--- config.mk ---
export PLATFORM = sky130hd
export DESIGN_NAME = uart_tx
export DESIGN_NICKNAME = d
export VERILOG_FILES = /design/src/rtl/uart_tx.sv
export SDC_FILE = /design/constraint.sdc
export NUM_CORES = 1
export LEC_CHECK = 0
export BUFFER_PORTS_ARGS = -buffer_cell sky130_fd_sc_hd__buf_2
export CAP_MARGIN = 10
export CORE_ASPECT_RATIO = 0.75
export CORE_MARGIN = 4
export CORE_UTILIZATION = 54
export CTS_BUF_LIST = sky130_fd_sc_hd__clkbuf_4 sky130_fd_sc_hd__clkbuf_8 sky130_fd_sc_hd__clkbuf_16
export DETAILED_ROUTE_END_ITERATION = 7
export GPL_ROUTABILITY_DRIVEN = 0
export PLACE_DENSITY = 0.77
export SETUP_SLACK_MARGIN = 0.1
export SKIP_LAST_GASP = 1
export SYNTH_ARGS = -nofsm -noshare
export SYNTH_HDL_FRONTEND = slang
export SYNTH_SLANG_ARGS = --single-unit
--- constraint.sdc ---
create_clock -name clk -period 1.85 [get_ports clk]
set_input_delay 0.185 -clock clk [delete_from_list [all_inputs] [get_ports clk]]
set_output_delay 0.185 -clock clk [all_outputs]
set_load 0.05 [all_outputs]
--- src/rtl/uart_tx.sv ---
// UART transmitter: start bit, UART_SIZE data bits LSB-first, optional parity, stop bit.
// Compile-time option UART_TX_TWO_STOP_EN adds the stop_bits2 input for two stop bits.
module uart_tx #(
  parameter int UART_SIZE = 8
) (
  input  logic                 clk,
  input  logic                 reset,
  input  logic                 baud_tick,
  output logic                 phase_accum_reset,
  input  logic [UART_SIZE-1:0] tx_data,
  input  logic                 tx_valid,
  output logic                 tx_ready,
  input  logic                 parity_enable,
  input  logic                 parity_type,
`ifdef UART_TX_TWO_STOP_EN
  input  logic                 stop_bits2,
`endif
  output logic                 tx_busy,
  output logic                 tx_done,
  output logic                 TX
);

  localparam int CW = $clog2(UART_SIZE);
  localparam logic [CW-1:0] LAST_BIT = CW'(UART_SIZE - 1);

  localparam logic [2:0] IDLE   = 3'd0;
  localparam logic [2:0] START  = 3'd1;
  localparam logic [2:0] DATA   = 3'd2;
  localparam logic [2:0] PARITY = 3'd3;
  localparam logic [2:0] STOP   = 3'd4;

  logic [2:0]           state;
  logic [UART_SIZE-1:0] shreg;
  logic [CW-1:0]        bit_cnt;
  logic                 par_en;
  logic                 par_bit;
  logic                 tx_q;
  logic                 tick;
`ifdef UART_TX_TWO_STOP_EN
  logic                 stop2_q;
  logic                 stop_second;
`endif

  // A tick landing in the generator-restart cycle belongs to the old phase.
  assign tick     = baud_tick && !phase_accum_reset;
  assign tx_ready = (state == IDLE);
  assign tx_busy  = (state != IDLE);
  assign TX       = tx_q;

  always_ff @(posedge clk or posedge reset) begin
    if (reset) begin
      state             <= IDLE;
      shreg             <= '0;
      bit_cnt           <= '0;
      par_en            <= 1'b0;
      par_bit           <= 1'b0;
      tx_q              <= 1'b1;
      tx_done           <= 1'b0;
      phase_accum_reset <= 1'b0;
`ifdef UART_TX_TWO_STOP_EN
      stop2_q           <= 1'b0;
      stop_second       <= 1'b0;
`endif
    end else begin
      phase_accum_reset <= 1'b0;
      tx_done           <= 1'b0;
      case (state)
        IDLE: begin
          tx_q <= 1'b1;
          if (tx_valid) begin
            // Parity is computed from the whole word now, before shifting destroys it.
            shreg             <= tx_data;
            par_en            <= parity_enable;
            par_bit           <= parity_type ? ^tx_data : ~^tx_data;
            bit_cnt           <= '0;
            tx_q              <= 1'b0;
            phase_accum_reset <= 1'b1;
            state             <= START;
`ifdef UART_TX_TWO_STOP_EN
            stop2_q           <= stop_bits2;
            stop_second       <= 1'b0;
`endif
          end
        end
        START: begin
          if (tick) begin
            tx_q    <= shreg[0];
            bit_cnt <= '0;
            state   <= DATA;
          end
        end
        DATA: begin
          if (tick) begin
            if (bit_cnt == LAST_BIT) begin
              tx_q  <= par_en ? par_bit : 1'b1;
              state <= par_en ? PARITY : STOP;
            end else begin
              shreg   <= shreg >> 1;
              tx_q    <= shreg[1];
              bit_cnt <= bit_cnt + 1'b1;
            end
          end
        end
        PARITY: begin
          if (tick) begin
            tx_q  <= 1'b1;
            state <= STOP;
          end
        end
        STOP: begin
          if (tick) begin
            tx_q <= 1'b1;
`ifdef UART_TX_TWO_STOP_EN
            if (stop2_q && !stop_second) begin
              stop_second <= 1'b1;
            end else begin
              tx_done <= 1'b1;
              state   <= IDLE;
            end
`else
            tx_done <= 1'b1;
            state   <= IDLE;
`endif
          end
        end
        default: begin
          tx_q  <= 1'b1;
          state <= IDLE;
        end
      endcase
    end
  end

endmodule

Word level (Yosys, flattened, before mapping) --
Cells that the tools add are included. Widths: inputs -> output; s select.
Cells by class: add/sub/neg operators 1, multiply operators 0, div/mod/pow operators 0, $lt $le $gt $ge 0, equality and inequality tests 13, shift operators 0, mux-type cells 28, bitwise operators 0, reductions and logical operators 14
Operators by type and width (number):
- $mux 3 | 10
- $mux 8 | 3
- $pmux 8 s2 | 1
- $pmux 3 s5 | 1
- $ne 2x2->1 const B | 7
- $mux 1 | 11
- $pmux 3 s3 | 1
- $reduce_xnor 8->1 | 1
- $reduce_xor 8->1 | 1
- $eq 3x2->1 const B | 2
- $eq 3x3->1 const B | 2
- $reduce_and 6->1 | 1
- $reduce_bool 3->1 | 2
- $reduce_and 5->1 | 1
- $pmux 1 s4 | 1
- $reduce_and 4->1 | 1
- $add 3x1->3 const B | 1
- $eq 3x1->1 const B | 1
- $logic_not 3->1 | 1
- $reduce_and 3->1 | 1
- $ne 2x1->1 const B | 1
- $reduce_and 2->1 | 1
- $reduce_bool 2->1 | 1
- $reduce_or 2->1 | 1
- 2 further kinds | 2
Word-level totals: register bits 19, bits in latches 0, memory bits (writable) 0, bits in read-only memories 0, bits of input ports 14, logic and storage cells 64, memories kept 0

Logic depth before layout (Yosys ltp) --
Gate-level depths: netlist (run 1).
depth in word-level cells 4, mapped depth 6, depth with buffers taken out 6

Worst setup path after synthesis (run 1) --
OpenSTA, ideal clock, no wires.
path kind reg-to-reg, start register state[0], end register par_en, setup time 0.128 ns, arrival 2.119 ns, data required time 1.722 ns, path slack -0.397 ns, cell stages (with the launch flop) 6, period minus slack after synthesis 2.247 ns, cell sequence dfrtp_1 buf_4 nor3_2 inv_2 nor2_2 mux2_1
Between the ends: cells in the longest elaborated chain, start to end 2
RTL lines:
- start, declared | RTL line 32 | logic [2:0] state;
- start signal, assigned | RTL line 96 | state <= par_en ? PARITY : STOP;
- $logic_not 3->1
- via tx_ready | RTL line 12 | output logic tx_ready,
- $reduce_and 2->1 (no line)
- end signal, assigned | RTL line 73 | par_en <= parity_enable;
- end, declared | RTL line 35 | logic par_en;
The timed path passes the listed nets, and every way through them passes these cells. A chain may end at the register's enable or synchronous reset.

Worst setup path in the final report (run 1) --
start register bit_cnt[0], end register bit_cnt[0]
Between the ends: cells in the longest elaborated chain, start to end 4
RTL lines:
- start, declared | RTL line 34 | logic [CW-1:0] bit_cnt;
- start signal, assigned | RTL line 100 | bit_cnt <= bit_cnt + 1'b1;
- $add 3x1->3 | RTL line 100
- $mux 3 | RTL line 94 | if (bit_cnt == LAST_BIT) begin
- $mux 3 | RTL line 93 | if (tick) begin
- $pmux 3 s3 | RTL line 67 | case (state)
Several ways; a longest one is shown, not always the timed one. The select of a mux whose other input is x is not followed.

==> flow_summary.json, run 1 <==
{
  "grt_pass1_wl_um": 3670,
  "crit_path_start_kind": "flip-flop",
  "max_cap_violations": 0,
  "cts.reportedPaths.clkPinSlew_ns": 0.11,
  "dp.cells": 138,
  "fin_area_mm2": 0.001235,
  "fmax_ghz": 0.6003,
  "cts_tree": "yes",
  "synth-xor-area-share_pct": 7.018,
  "ys.flop_type": "dfrtp_1",
  "grt.busiest_layer": "met2",
  "cts.sinks": 19,
  "netlist_area_mm2": 0.001070,
  "use_met2_pct": 29.63,
  "ir_drop_mv": 1.071,
  "clkLatencyLatePin_ns": 0.30,
  "fin_ws_ns": 0.1841,
  "clk_path_buf_depth": 2,
  "syn_nets": 116,
  "routedWlPerCell_um": 15.45,
  "mostFrequentLayoutCells": "buf_2, dfrtp_1, nor2_1",
  "path_class": "reg2reg",
  "synth_compound_area_share_pct": 22.11,
  "hpwl_um": 1677,
  "required_ns": 2.03,
  "drv_slew": 0,
  "avgSynthCellArea_um2": 10.70,
  "netlist.area_leader.share_pct": 42.11,
  "power_density_mw_per_mm2": 1660,
  "hold_violations": 0,
  "via_per_inst": 5.818,
  "grt_pass1_vias": 805,
  "io_buffers": 18,
  "drtAntennaViolNets": 0,
  "setup_viol": 0,
  "final_core_util_pct": 68.40,
  "drtIter0Drc": 27,
  "die_area_mm2": 0.002765,
  "overflow": 0,
  "r2r_start": "bit_cnt[0]",
  "gr-usage-met1_pct": 25.04,
  "muxShareOfSynthArea_pct": 3.977,
  "yosysSeqAreaShare_pct": 44.56,
  "min_period_over_period_pct": 90.05,
  "whs_ns": 0.1170,
  "die_y_um": 46.55,
  "diodes": 0,
  "yosysTopAreaCell": "dfrtp_1",
  "synth-edff-count": 0,
  "drc": 0,
  "drive_gt1_share_pct": 31.40,
  "die_x_um": 59.40,
  "clock_skew_ns": 0.01194,
  "synth.distinct_cells": 39,
  "finalSetupTns_ns": 0,
  "synth_seq_cells": 19,
  "cp.arrival_ns": 1.85,
  "cp-end-kind": "flip-flop",
  "hold_path.class": "in2reg",
  "synth_top_family_by_area": "compound AO/OA/AOI/OAI gates",
  "drt-pass1-iter-count": 4,
  "met3_usage_pct": 5.882,
  "status": "complete, no violations",
  "layout.nets": 138,
  "cts_buffers": 3,
  "reg2reg_slack_ns": 0.18,
  "io_pins": 19,
  "fin_crit_ns": 1.666,
  "syn_to_final_growth_pct": 15.44,
  "root_buffer": "clkbuf_4",
  "synth_fa_ha_area_share_pct": 2.339,
  "syn_inst": 100,
  "track_usage_pct": 18.68,
  "slew_headroom_pct": 53.18,
  "reg2reg_to": "bit_cnt[0]",
  "core_mm2": 0.001805,
  "p_total_mw": 2.050,
  "p_leak_nw": 0.5731,
  "layout.cells.most_common": "buf_2",
  "antenna_found_initial": 0,
  "rsz0062_at_grt": "no",
  "initial_core_util_pct": 59.25,
  "dpl-instance-area_mm2": 0.001196,
  "synthTopCellsByArea": "dfrtp_1, a2bb2oi_1, o22ai_1",
  "wirelength_um": 2210,
  "core.rowCount": 13,
  "yosys.area_share.simple_pct": 14.62,
  "cp_max_fo": 3,
  "htree_num_levels": 1,
  "grt_max_degree": 20,
  "crit_start": "bit_cnt[0]",
  "postSynth.asyncResetShare_pct": 100.0,
  "worst_pin_slew_ns": 0.7016,
  "place_worst_setup_slack_ns": 0.2017,
  "crit_end": "bit_cnt[0]",
  "reg2reg_depth": 6,
  "final-instance-count-excl-fill": 143,
  "routed-via-count": 832,
  "ys_warn_count": 0
}
flip-flops by register name, summed over array words and instances, names as in the netlist:
signal,cells
shreg,8
phase_accum_reset,1
TX,1
par_bit,1
tx_done,1
state,3
par_en,1
bit_cnt,3
cell families (layout without fill, tap and decap cells):
logic type                 after synthesis  in the layout
muxes                                    4              4
xor gates and xnor gates                 7              7
buffers and inverters                   12             33
DFF                                     19             19
adders and majority gates                2              2
and+or+nand+nor                         26             26
AOI/OAI and AO/OA                       30             30
layer usage:
metal | vias up | share of wire (%)
met5 | - | 0
met4 | 0 | 0.59
met3 | 2 | 4.2
met2 | 16 | 47
met1 | 405 | 49
li1 | 409 | -
synthesized netlist by cell type, types with 2 or more instances:
cell type / instances
a21oi_1: 2
a22oi_1: 2
a2bb2oi_1: 7
buf_4: 3
dfrtp_1: 18
ha_1: 2
inv_1: 6
mux2i_1: 2
nand2_1: 3
nand2b_1: 2
nor2_1: 9
nor2_2: 2
nor2b_1: 2
nor3b_2: 2
o21ai_0: 4
o22ai_1: 7
xnor2_1: 5
power breakdown:
group | switching [mW] | internal, mW | total [mW]
combinational | 0.591 | 0.472 | 1.06
sequential | 0.188 | 0.594 | 0.783
clock | 0.123 | 0.0806 | 0.203
total | 0.902 | 1.15 | 2.05
timing repair:
item / in CTS / in global routing
hold endpoints to repair: 11 / 0
resized for setup: 0 / 1
buffers inserted: 0 / 0
hold buffers: 1 / 0
setup endpoints to repair: 0 / 8
how the worst min path moves through the flow:
stage / startpoint / to / cells past startpoint
3_5_place_dp: reset / shreg[7] / 2
5_1_grt: parity_enable / par_en / 2
4_1_cts: parity_enable / par_en / 2
6_report: parity_enable / par_en / 2
2_1_floorplan: reset / bit_cnt[0] / 1
3_3_place_gp: reset / shreg[7] / 2
critical path, stage by stage (launching register included):
cell and delay, ns:
dfrtp_1 0.41, ha_1 0.21, ha_1 0.19, a21oi_1 0.14
nor2_1 0.05, a211o_1 0.31, a22o_1 0.25
cell type report:
cell class,count,area [um2]
Clock buffer,3,22.52
Clock inverter,1,5.005
Fill cell,140,570.5
Inverter,7,28.78
Multi-Input combinational cell,69,550.5
Sequential cell,19,478.0
Tap cell,22,27.53
Timing Repair Buffer,22,122.6
Power figures use the tool's default switching activity.
==> run 2: changes to the inputs <==
Settings changed: BUFFER_PORTS_ARGS -buffer_cell sky130_fd_sc_hd__buf_2 to default, CORE_UTILIZATION 54 to 60, DONT_BUFFER_PORTS from default to 1, PLACE_DENSITY 0.77 to default, PLACE_DENSITY_LB_ADDON from default to 0.12.
==> run 2 against run 1 <==
Compared with the run above: non-clock buffer count down 15; critical path depth up 1; combinational power down 6%; count of clock-buffer cells in the layout unchanged; worst setup slack better by 0.018 ns; maximum frequency up 1.1%; total power down 0.19%; clock skew down 0.0068 ns; sequential share of layout area up 2.1 points; sequential power up 6.1%; flip-flop and latch count unchanged; utilization up 5.6 points.
==> flow_summary.json, run 2 (same netlist as run 1, synthesis figures left out) <==
{
  "drv_slew": 0,
  "clock_skew_ns": 0.005096,
  "final_core_util_pct": 74.05,
  "drtAntennaViolNets": 0,
  "crit_path_start_kind": "flip-flop",
  "hold_path.class": "in2reg",
  "dp.cells": 121,
  "fmax_ghz": 0.6069,
  "layout.cells.most_common": "dfrtp_1",
  "layout.nets": 123,
  "ir_drop_mv": 1.025,
  "initial_core_util_pct": 67.86,
  "crit_chain": "ha_1 > ha_1 > buf_4 > nor2b_1 > o21ai_0 > a22oi_1 > nor2_1",
  "critPathSlowestCell": "dfrtp_1",
  "status": "complete, no violations",
  "grt_max_degree": 20,
  "slew_headroom_pct": 53.70,
  "cp-end-kind": "flip-flop",
  "setup_viol": 0,
  "path_common_cell": "ha_1",
  "cts.reportedPaths.clkPinSlew_ns": 0.11,
  "grt_pass1_wl_um": 3739,
  "grt_pass1_vias": 775,
  "io_pins": 19,
  "drc": 0,
  "io_buffers": 0,
  "slowest_delay_ns": 0.41,
  "routedWlPerCell_um": 16.65,
  "syn_to_final_growth_pct": 9.123,
  "track_usage_pct": 19.80,
  "largest_reg_flops": 8,
  "drt-pass1-iter-count": 4,
  "path_class": "reg2reg",
  "routed-via-count": 774,
  "root_buffer": "clkbuf_4",
  "crit_start": "bit_cnt[0]",
  "hpwl_um": 1552,
  "cts_buffers": 3,
  "holdCritStartpoint": "parity_enable",
  "via_per_inst": 6.094,
  "mostFrequentLayoutCells": "dfrtp_1, nor2_1, o22ai_1, a2bb2oi_1",
  "pwr-share-comb_pct": 49.0,
  "required_ns": 2.09,
  "cp_max_fo": 6,
  "hold_violations": 0,
  "worst_pin_slew_ns": 0.6938,
  "regMostFlops": "shreg",
  "drive_gt1_share_pct": 21.70,
  "largest_registers": "shreg (8), bit_cnt (3), state (3)",
  "htree_num_levels": 1,
  "fillers": 120,
  "drtIter0Drc": 33,
  "die_area_mm2": 0.002530,
  "min_period_over_period_pct": 89.06,
  "antenna_found_initial": 0,
  "max_cap_violations": 0,
  "finalSetupTns_ns": 0,
  "dpl-instance-area_mm2": 0.001120,
  "die_x_um": 56.76,
  "die_y_um": 44.57,
  "final-instance-count-excl-fill": 127,
  "place_worst_setup_slack_ns": 0.1793,
  "power_frac_clock_pct": 10.4,
  "clkLatencyLatePin_ns": 0.30,
  "cp.arrival_ns": 1.88,
  "cts_tree": "yes",
  "cts.sinks": 19,
  "p_switching_uw": 899.2,
  "p_int_mw": 1.147,
  "fin_ws_ns": 0.2023,
  "overflow": 0,
  "rsz0062_at_grt": "no",
  "power_density_mw_per_mm2": 1753,
  "core.rowCount": 12,
  "core_mm2": 0.001577,
  "clk_path_buf_depth": 2,
  "wirelength_um": 2115,
  "diodes": 0,
  "fin_area_mm2": 0.001167,
  "swShare_pct": 43.95,
  "seqPwrFrac_pct": 40.6,
  "r2r_start": "bit_cnt[0]",
  "p_leak_nw": 0.5170,
  "fin_crit_ns": 1.648
}
[run 2: path summary, 6_finish.rpt]
path,to,slack (ns),cells after the start
max,state[1],0.20,7
max reg2reg,state[1],0.20,7
max in group asynchronous,state[1],0.99,2
min reg2reg,bit_cnt[2],0.52,1
min in group asynchronous,shreg[7],0.41,2
min,par_en,0.02,1
[run 2: repair_timing]
item / 4_1_cts / 5_1_grt
setup buffers: 0 / 1
endpoints found under the hold margin: 18 / 0
hold buffers: 1 / 0
setup endpoints to repair: 0 / 10
gates resized for setup: 0 / 1
[run 2: power by group through the flow]
stage	registers, mW	clock network, mW	logic [mW]
after floorplan	0.752	0	0.906
after global placement	0.829	0	0.953
after detailed placement	0.831	0	0.986
after CTS	0.827	0.217	0.990
after global routing	0.858	0.239	1.10
final	0.831	0.213	1.00
[run 2: area by class of cell]
type                    instances  area [um2]  share of cell area, %
repair buffers                  7       55.05                  4.716
flip-flops and latches         19       476.7                  40.84
inverters                       7       28.78                  2.465
multi-input cells              69       553.0                  47.37
clock buffers                   3       22.52                  1.929
well taps                      21       26.28                  2.251
clock inverters                 1       5.005                 0.4287
[run 2: routing by layer]
layer / global-route usage, % / wire (um)
met5: 0 / 0
met4: 6.944 / 36
met3: 7.289 / 146
met2: 30.65 / 937
met1: 25.81 / 995
[run 2: per-stage QoR]
stage / power, mW / hold slack (ns)
final: 2.046 / 0.02101
after global routing: 2.196 / 0.003154
after CTS: 2.033 / 0.01890
after detailed placement: 1.817 / 0.2220
after global placement: 1.782 / 0.2165
after floorplan: 1.658 / 0.1354
[run 2: critical path: cells and delay by family, from the launching register on]
family / cells / cell delay [ns]
AND/OR/NAND/NOR: 2 / 0.24
adder cells (fa/ha/maj): 2 / 0.40
buffers and inverters: 1 / 0.17
AO/OA/AOI/OAI: 2 / 0.37
flip-flops: 1 / 0.41
==> run 3: changes to the inputs <==
Settings changed: MAX_ROUTING_LAYER from default to met4.
==> run 3 against run 2 <==
Compared with the run above: maximum frequency rose by 0.36%; largest cell class unchanged; total power fell by 0.20%; non-clock buffer count did not move; critical path depth did not move; hold slack barely moved.
==> flow_summary.json, run 3 (same netlist as run 1, synthesis figures left out) <==
{
  "finalSetupTns_ns": 0,
  "drv_slew": 0,
  "syn_to_final_growth_pct": 9.123,
  "grt_max_degree": 20,
  "regMostFlops": "shreg",
  "hold_depth": 1,
  "cts_buffers": 3,
  "cts.sinks": 19,
  "cp.arrival_ns": 1.88,
  "core_mm2": 0.001577,
  "largest_registers": "shreg (8), bit_cnt (3), state (3)",
  "min_to": "par_en",
  "holdCritStartpoint": "parity_enable",
  "ir_drop_mv": 1.023,
  "clock_skew_ns": 0.007150,
  "routed-via-count": 770,
  "layout.cells.most_common": "dfrtp_1",
  "largest_reg_flops": 8,
  "status": "complete, no violations",
  "root_buffer": "clkbuf_4",
  "p_leak_nw": 0.5170,
  "drc": 0,
  "cp-end-kind": "flip-flop",
  "required_ns": 2.08,
  "mostFrequentLayoutCells": "dfrtp_1, nor2_1, o22ai_1, a2bb2oi_1",
  "htree_num_levels": 1,
  "core.rowCount": 12,
  "via_per_inst": 6.063,
  "reg2reg_to": "state[1]",
  "wirelength_um": 2117,
  "min_period_over_period_pct": 88.75,
  "clk_path_buf_depth": 2,
  "power_density_mw_per_mm2": 1749,
  "io_buffers": 0,
  "die_x_um": 56.76,
  "r2r_start": "bit_cnt[0]",
  "multi_input_area_um2": 553.0,
  "die_area_mm2": 0.002530,
  "track_usage_pct": 20.49,
  "io_pins": 19,
  "grt_pass1_vias": 772,
  "seq_area_um2": 476.7,
  "fillers": 120,
  "crit_path_start_kind": "flip-flop",
  "drive_gt1_share_pct": 21.70,
  "setup_viol": 0,
  "drt-pass1-iter-count": 4,
  "hold_violations": 0,
  "drtAntennaViolNets": 0,
  "cts_tree": "yes",
  "path_class": "reg2reg",
  "drtIter0Drc": 20,
  "overflow": 0,
  "p_total_mw": 2.042,
  "fmax_ghz": 0.6091,
  "hpwl_um": 1552,
  "diodes": 0,
  "max_cap_violations": 0,
  "reg2reg_slack_ns": 0.21,
  "layout.nets": 123,
  "clkLatencyLatePin_ns": 0.30,
  "fin_crit_ns": 1.642,
  "worst_pin_slew_ns": 0.6943,
  "routedWlPerCell_um": 16.67,
  "rsz0062_at_grt": "no",
  "grt_pass1_wl_um": 3753,
  "cp_max_fo": 6,
  "cts.reportedPaths.clkPinSlew_ns": 0.11,
  "initial_core_util_pct": 67.86,
  "antenna_found_initial": 0,
  "hold_path.class": "in2reg",
  "slew_headroom_pct": 53.66,
  "reg2reg_depth": 7,
  "die_y_um": 44.57
}
run 3: per-stage QoR:
stage | util (%) | area [um2] | setup WS, ns | std cells | hold WS [ns]
after global placement | 71.03 | 1120 | 0.2425 | 121 | 0.2165
final | 74.05 | 1167 | 0.2081 | 127 | 0.02145
after detailed placement | 71.03 | 1120 | 0.1793 | 121 | 0.2220
after CTS | 73.41 | 1157 | 0.1662 | 126 | 0.01890
after floorplan | - | 1095 | 0.01103 | 100 | 0.1354
after global routing | 74.05 | 1167 | 0.1087 | 127 | 0.003144
run 3: per-layer routing:
metal / share of wire, % / wire [um] / vias up / global-route usage, %
met3: 5.7 / 120 / 4 / 7.289
met5: 0 / 0 / - / -
met4: 1.6 / 34 / 0 / 6.944
met1: 48 / 1010 / 373 / 25.99
li1: - / - / 375 / -
met2: 45 / 950 / 18 / 30.65
run 3: how the worst max path moves through the flow:
stage / from / to / slack, ns / depth (start not counted)
6_report: bit_cnt[0] / state[1] / 0.21 / 7
5_1_grt: bit_cnt[0] / state[1] / 0.11 / 7
4_1_cts: bit_cnt[0] / bit_cnt[0] / 0.17 / 6
3_5_place_dp: bit_cnt[0] / bit_cnt[0] / 0.18 / 6
3_3_place_gp: bit_cnt[0] / bit_cnt[0] / 0.24 / 6
2_1_floorplan: state[0] / par_en / 0.01 / 5
run 3: area by class of cell:
class | instances | share of cell area (%)
Clock buffer | 3 | 1.929
Tap cell | 21 | 2.251
Multi-Input combinational cell | 69 | 47.37
Inverter | 7 | 2.465
Timing Repair Buffer | 7 | 4.716
Clock inverter | 1 | 0.4287
Sequential cell | 19 | 40.84
run 3: critical path, stage by stage (launching register included):
cell and delay (ns):
dfrtp_1 0.40, ha_1 0.20, ha_1 0.20, buf_4 0.17, nor2b_1 0.13, o21ai_0 0.25, a22oi_1 0.12, nor2_1 0.11
run 3: where the power goes:
group	leakage, nW	switching (mW)	total [mW]	internal (mW)
Sequential	0.228	0.236	0.829	0.593
Clock	0.0177	0.131	0.212	0.0807
Combinational	0.271	0.529	1.00	0.472
run 3: repair_timing:
item	CTS	global route
buffers inserted	0	1
gates resized for setup	0	1
hold buffers	1	0
endpoints found under the hold margin	18	0
endpoints found under the setup margin	0	10
